[src/rtl/fpu_div.sv]
// rtl/fpu_div.sv - binary32 divider, restoring division, truncating, flush-to-zero
module fpu_div (
  input  logic        clk,
  input  logic        rst,
  input  logic        in_valid,
  output logic        in_ready,
  input  logic [31:0] A,
  input  logic [31:0] B,
  output logic        out_valid,
  input  logic        out_ready,
  output logic [31:0] Z,
  output logic        div_by_zero
);

  typedef enum logic [1:0] {IDLE, DIVIDE, NORM, DONE} state_t;

  state_t      state;
  logic [8:0]  a_hi;      // sign and exponent of the dividend
  logic [31:0] b_reg;     // full divisor, mantissa feeds the divide loop
  logic [24:0] rem;       // partial remainder, always < 2*mb so 25 bits suffice
  logic [24:0] q;         // quotient bits, MSB first
  logic [4:0]  cnt;

  // Operand classification on the input bus, used only at accept time
  logic        a_nan, a_inf, a_zero, b_nan, b_inf, b_zero;
  logic        in_sign;
  logic        is_special;
  logic [31:0] spec_z;
  logic        spec_dbz;

  always_comb begin
    a_nan      = (A[30:23] == 8'hFF) && (A[22:0] != 23'd0);
    a_inf      = (A[30:23] == 8'hFF) && (A[22:0] == 23'd0);
    a_zero     = (A[30:23] == 8'h00);   // subnormals count as zero
    b_nan      = (B[30:23] == 8'hFF) && (B[22:0] != 23'd0);
    b_inf      = (B[30:23] == 8'hFF) && (B[22:0] == 23'd0);
    b_zero     = (B[30:23] == 8'h00);
    in_sign    = A[31] ^ B[31];
    is_special = 1'b1;
    spec_dbz   = 1'b0;
    spec_z     = 32'd0;
    if (a_nan || b_nan || (a_zero && b_zero) || (a_inf && b_inf)) begin
      spec_z = 32'h7FC00000;
    end else if (b_zero && !a_inf) begin
      spec_z   = {in_sign, 31'h7F800000};
      spec_dbz = 1'b1;
    end else if (a_inf) begin
      spec_z = {in_sign, 31'h7F800000};
    end else if (b_inf || a_zero) begin
      spec_z = {in_sign, 31'h00000000};
    end else begin
      is_special = 1'b0;
    end
  end

  // One restoring-division step: subtract the divisor when it fits
  logic [23:0] mb;
  logic        ge;
  logic [24:0] rem_next;

  always_comb begin
    mb       = {1'b1, b_reg[22:0]};
    ge       = (rem >= {1'b0, mb});
    rem_next = ge ? (rem - {1'b0, mb}) : rem;
  end

  // Exponent/mantissa assembly from the finished quotient, with overflow/underflow clamps
  logic signed [9:0] e_norm;
  logic [22:0]       m_norm;
  logic              n_sign;
  logic [31:0]       z_norm;

  always_comb begin
    n_sign = a_hi[8] ^ b_reg[31];
    e_norm = $signed({2'b00, a_hi[7:0]}) - $signed({2'b00, b_reg[30:23]})
             + (q[24] ? 10'sd127 : 10'sd126);
    m_norm = q[24] ? q[23:1] : q[22:0];
    if (e_norm >= 10'sd255) begin
      z_norm = {n_sign, 31'h7F800000};
    end else if (e_norm <= 10'sd0) begin
      z_norm = {n_sign, 31'h00000000};
    end else begin
      z_norm = {n_sign, e_norm[7:0], m_norm};
    end
  end

  // Control FSM with registered handshake and result outputs
  always_ff @(posedge clk) begin
    if (rst) begin
      state       <= IDLE;
      in_ready    <= 1'b1;
      out_valid   <= 1'b0;
      Z           <= 32'd0;
      div_by_zero <= 1'b0;
      a_hi        <= 9'd0;
      b_reg       <= 32'd0;
      rem         <= 25'd0;
      q           <= 25'd0;
      cnt         <= 5'd0;
    end else begin
      case (state)
        IDLE: begin
          if (in_valid) begin
            a_hi     <= A[31:23];
            b_reg    <= B;
            rem      <= {2'b01, A[22:0]};
            q        <= 25'd0;
            cnt      <= 5'd0;
            in_ready <= 1'b0;
            if (is_special) begin
              Z           <= spec_z;
              div_by_zero <= spec_dbz;
              out_valid   <= 1'b1;
              state       <= DONE;
            end else begin
              state <= DIVIDE;
            end
          end
        end
        DIVIDE: begin
          rem <= rem_next << 1;
          q   <= {q[23:0], ge};
          cnt <= cnt + 5'd1;
          if (cnt == 5'd24) begin
            state <= NORM;
          end
        end
        NORM: begin
          Z           <= z_norm;
          div_by_zero <= 1'b0;
          out_valid   <= 1'b1;
          state       <= DONE;
        end
        DONE: begin
          if (out_ready) begin
            out_valid <= 1'b0;
            in_ready  <= 1'b1;
            state     <= IDLE;
          end
        end
        default: state <= IDLE;
      endcase
    end
  end

endmodule

[config.mk]
export PLATFORM = sky130hd
export DESIGN_NAME = fpu_div
export DESIGN_NICKNAME = d
export VERILOG_FILES = /design/src/rtl/fpu_div.sv
export SDC_FILE = /design/constraint.sdc
export NUM_CORES = 1
export LEC_CHECK = 0
export CAP_MARGIN = 10
export CORE_ASPECT_RATIO = 0.5
export CORE_MARGIN = 2
export CORE_UTILIZATION = 45
export DETAILED_ROUTE_END_ITERATION = 8
export GPL_ROUTABILITY_DRIVEN = 0
export GPL_TIMING_DRIVEN = 0
export PLACE_DENSITY_LB_ADDON = 0.05
export SYNTH_ARGS = -nofsm -noshare
export SYNTH_HDL_FRONTEND = slang
export SYNTH_SLANG_ARGS = --single-unit
[constraint.sdc]
create_clock -name clk -period 3 [get_ports clk]
set_input_delay 0.3 -clock clk [delete_from_list [all_inputs] [get_ports clk]]
set_output_delay 0.3 -clock clk [all_outputs]
set_load 0.1 [all_outputs]
==> flow_summary.yaml <==
power:
  p_leak_nw: 3.57
  power.density_mw_per_mm2: 1040
  irDropWorstVdd_mv: 0.467
synthesis:
  syn_avg_cell_area_um2: 8.12
  postSynthCellCount: 907
  seq_area_frac_synth_pct: 36.2
  syn-num-nets: 1016
  synth_flop_cell: "dfxtp_1"
  ys_ff_latch: 133
  yosys_warnings: 0
  synth_area_mm2: 0.00736
  postSynth.asyncResetShare_pct: 0
  ys_types: 66
  synth-edff-count: 0
sta:
  period_needed_ns: 2.98
  fmax_mhz: 336
  rsz0062_at_grt: "true"
  hold_violations: 0
  report.final.slew_viol_count: 0
  worst_slew_pin_slew_ns: 0.977
  setup_violations: 0
  max_slew_margin_pct: 34.6
  fin_tns_setup_ns: 0
  skew_ns: 0.00671
  fin_crit_sh_pct: 99.2
routing:
  drtIter0Drc: 418
  ant_nets: 0
  via_per_inst: 5.52
  num_vias: 7054
  drcViolationCount: 0
  route.detailed.wl_per_inst_um: 16.5
  firstDrtPassIters: 5
  wirelength_mm: 21.1
setup_path:
  r2r_end: "Z[22]"
  slowest_delay_ns: 0.54
  path_class: "reg2reg"
  r2r_cells: 13
  crit_path_top_delay_cell: "fa_2"
  crit_buf_inv: 3
  r2r_start: "b_reg[23]"
  cp.required_ns: 3.28
  end_kind: "flop"
  cp_max_fo: 6
  cp-start-kind: "flop"
  path_cells: "ha_4 > inv_2 > fa_2 > inv_1 > ha_1 > xnor2_2 > nand3b_1 > nor4b_2 > a41oi_2 > mux2i_4 > nand3b_4 > buf_8 > o22ai_2"
  rrSetupSlack_ns: 0.02
  path_delay_family: "adder cells"
  cp.arrival_ns: 3.26
global_route:
  grt_usage_pct: 24.4
  grt_max_degree: 17
  antenna_found_initial: 0
  grt_overflow_total: 0
  grt_pass1_vias: 6515
  grt_first_pass_wirelength_mm: 33.1
clocking:
  cts_inserted_buffers: 17
  cts_tree: "done"
  ctsHoldBuffers: 0
  cts.clk_slew.worst_paths_ns: 0.06
  cts-htree-levels: 4
  cts-root-buf: "clkbuf_16"
  insertion_delay_ns: 0.42
  cts_sinks: 133
  cts_buffer_depth: 2
floorplan:
  die_h_um: 94.4
  rows: 32
  die_w_um: 185
  coreArea_mm2: 0.0157
  io_pins: 103
  die_area_mm2: 0.0175
  initial_utilization_pct: 46.9
layout:
  design_area_mm2: 0.00979
  layout-drive-gt1-share_pct: 12.0
  diodes: 0
  nNetsFinal: 1152
  num-fill-cells: 1432
  syn2layout_area_growth_pct: 33.0
placement:
  io_buffers: 102
  dpl_cell_area_mm2: 0.00866
  place_hpwl_mm: 15.7
flow_run:
  maxCapViolations: 0
min_path:
  min_path_type: "reg2reg"
  hold_depth: 2
  min_from: "Z[10]"
  hold_path_end: "Z[10]"
run_status:
  status: "finished, final reports clean"
==> synthesized netlist by cell type (all sizes together), types with 11 or more instances <==
cell	instances	share of area, %
nand2	138	7.0
dfxtp	133	36
a21oi	87	5.9
nor2	61	3.1
inv	56	2.9
o21ai	56	3.8
a22oi	48	5.0
mux2i	45	6.1
clkbuf	39	2.0
ha	39	6.6
nor4	17	1.4
o22ai	17	1.4
xor2	17	2.1
xnor2	16	2.0
nor3	13	0.88
a21o	11	1.1
==> worst min-delay path, cell delays in order (launching register included) <==
cell,delay (ns)
dfxtp_1,0.32
nand2_1,0.06
o21ai_2,0.04
==> where the power goes <==
part	internal, W	switching (W)	total (W)
Clock	0.00134	0.000877	0.00221
Combinational	0.00238	0.00336	0.00574
Sequential	0.00203	0.000198	0.00223
Total	0.00575	0.00444	0.0102
==> timing repair <==
item | CTS | global route
cloned | 0 | 2
endpoints found under the setup margin | 49 | 73
gates resized for setup | 12 | 78
pin swaps | 3 | 31
buffers inserted | 2 | 12
==> cell families after synthesis <==
family	after synthesis	share of synthesized area (%)
buf+inv	101	5.42
compound gates	270	23.3
xor+xnor	33	4.13
simple gates	284	17.7
mux	45	6.12
flops	133	36.2
fa+ha+maj	41	7.17
==> final cells by class <==
cell class | instances | area, µm² | area share (%)
well taps | 221 | 277 | 2.82
repair buffers | 118 | 1170 | 11.9
plain buffers | 44 | 204 | 2.08
flip-flops and latches | 133 | 2670 | 27.3
inverters | 56 | 210 | 2.15
clock buffers | 18 | 429 | 4.38
multi-input cells | 673 | 4650 | 47.5
clock inverters | 14 | 190 | 1.94
==> per-stage QoR <==
stage	power [W]	util, %	setup slack, ns	hold WS, ns	instances
after floorplan	0.00602	-	0.170	0.436	907
after global placement	0.00709	55.2	-0.296	0.437	1230
after detailed placement	0.00716	55.2	-0.337	0.440	1230
after CTS	0.00949	59.6	-0.0320	0.446	1264
after global routing	0.0109	62.4	-0.119	0.468	1277
final	0.0102	62.4	0.0226	0.453	1277
==> layer usage <==
metal | up-vias | global-route usage, % | part of all wire, %
met5 | - | 0 | 0
met3 | 27 | 5.09 | 4.7
met2 | 155 | 38.8 | 44
met1 | 3342 | 33.6 | 50
met4 | 0 | 6.88 | 1.3
li1 | 3530 | - | -
==> how the worst max path moves through the flow <==
stage | startpoint | end | slack, ns | cells past startpoint
after CTS | a_hi[0] | Z[28] | -0.03 | 13
after detailed placement | b_reg[23] | Z[22] | -0.34 | 13
final | b_reg[23] | Z[22] | 0.02 | 13
after floorplan | a_hi[0] | Z[22] | 0.17 | 14
after global placement | b_reg[23] | Z[22] | -0.30 | 13
after global routing | b_reg[23] | Z[22] | -0.12 | 13
==> placed cells by master (no fill, tap or decap), types with 13 or more instances in the layout <==
master	count
o21ai_0	29
clkdlybuf4s50_1	102
buf_4	13
o22ai_1	16
nor2_1	59
nand2_1	137
ha_1	32
xor2_1	16
o21ai_2	21
mux2i_1	43
nor3_1	13
dfxtp_1	130
a22oi_1	47
clkbuf_1	38
nor4_1	16
clkbuf_16	18
inv_1	54
a21oi_1	79
Note: power is estimated with default switching activity, not from simulation.
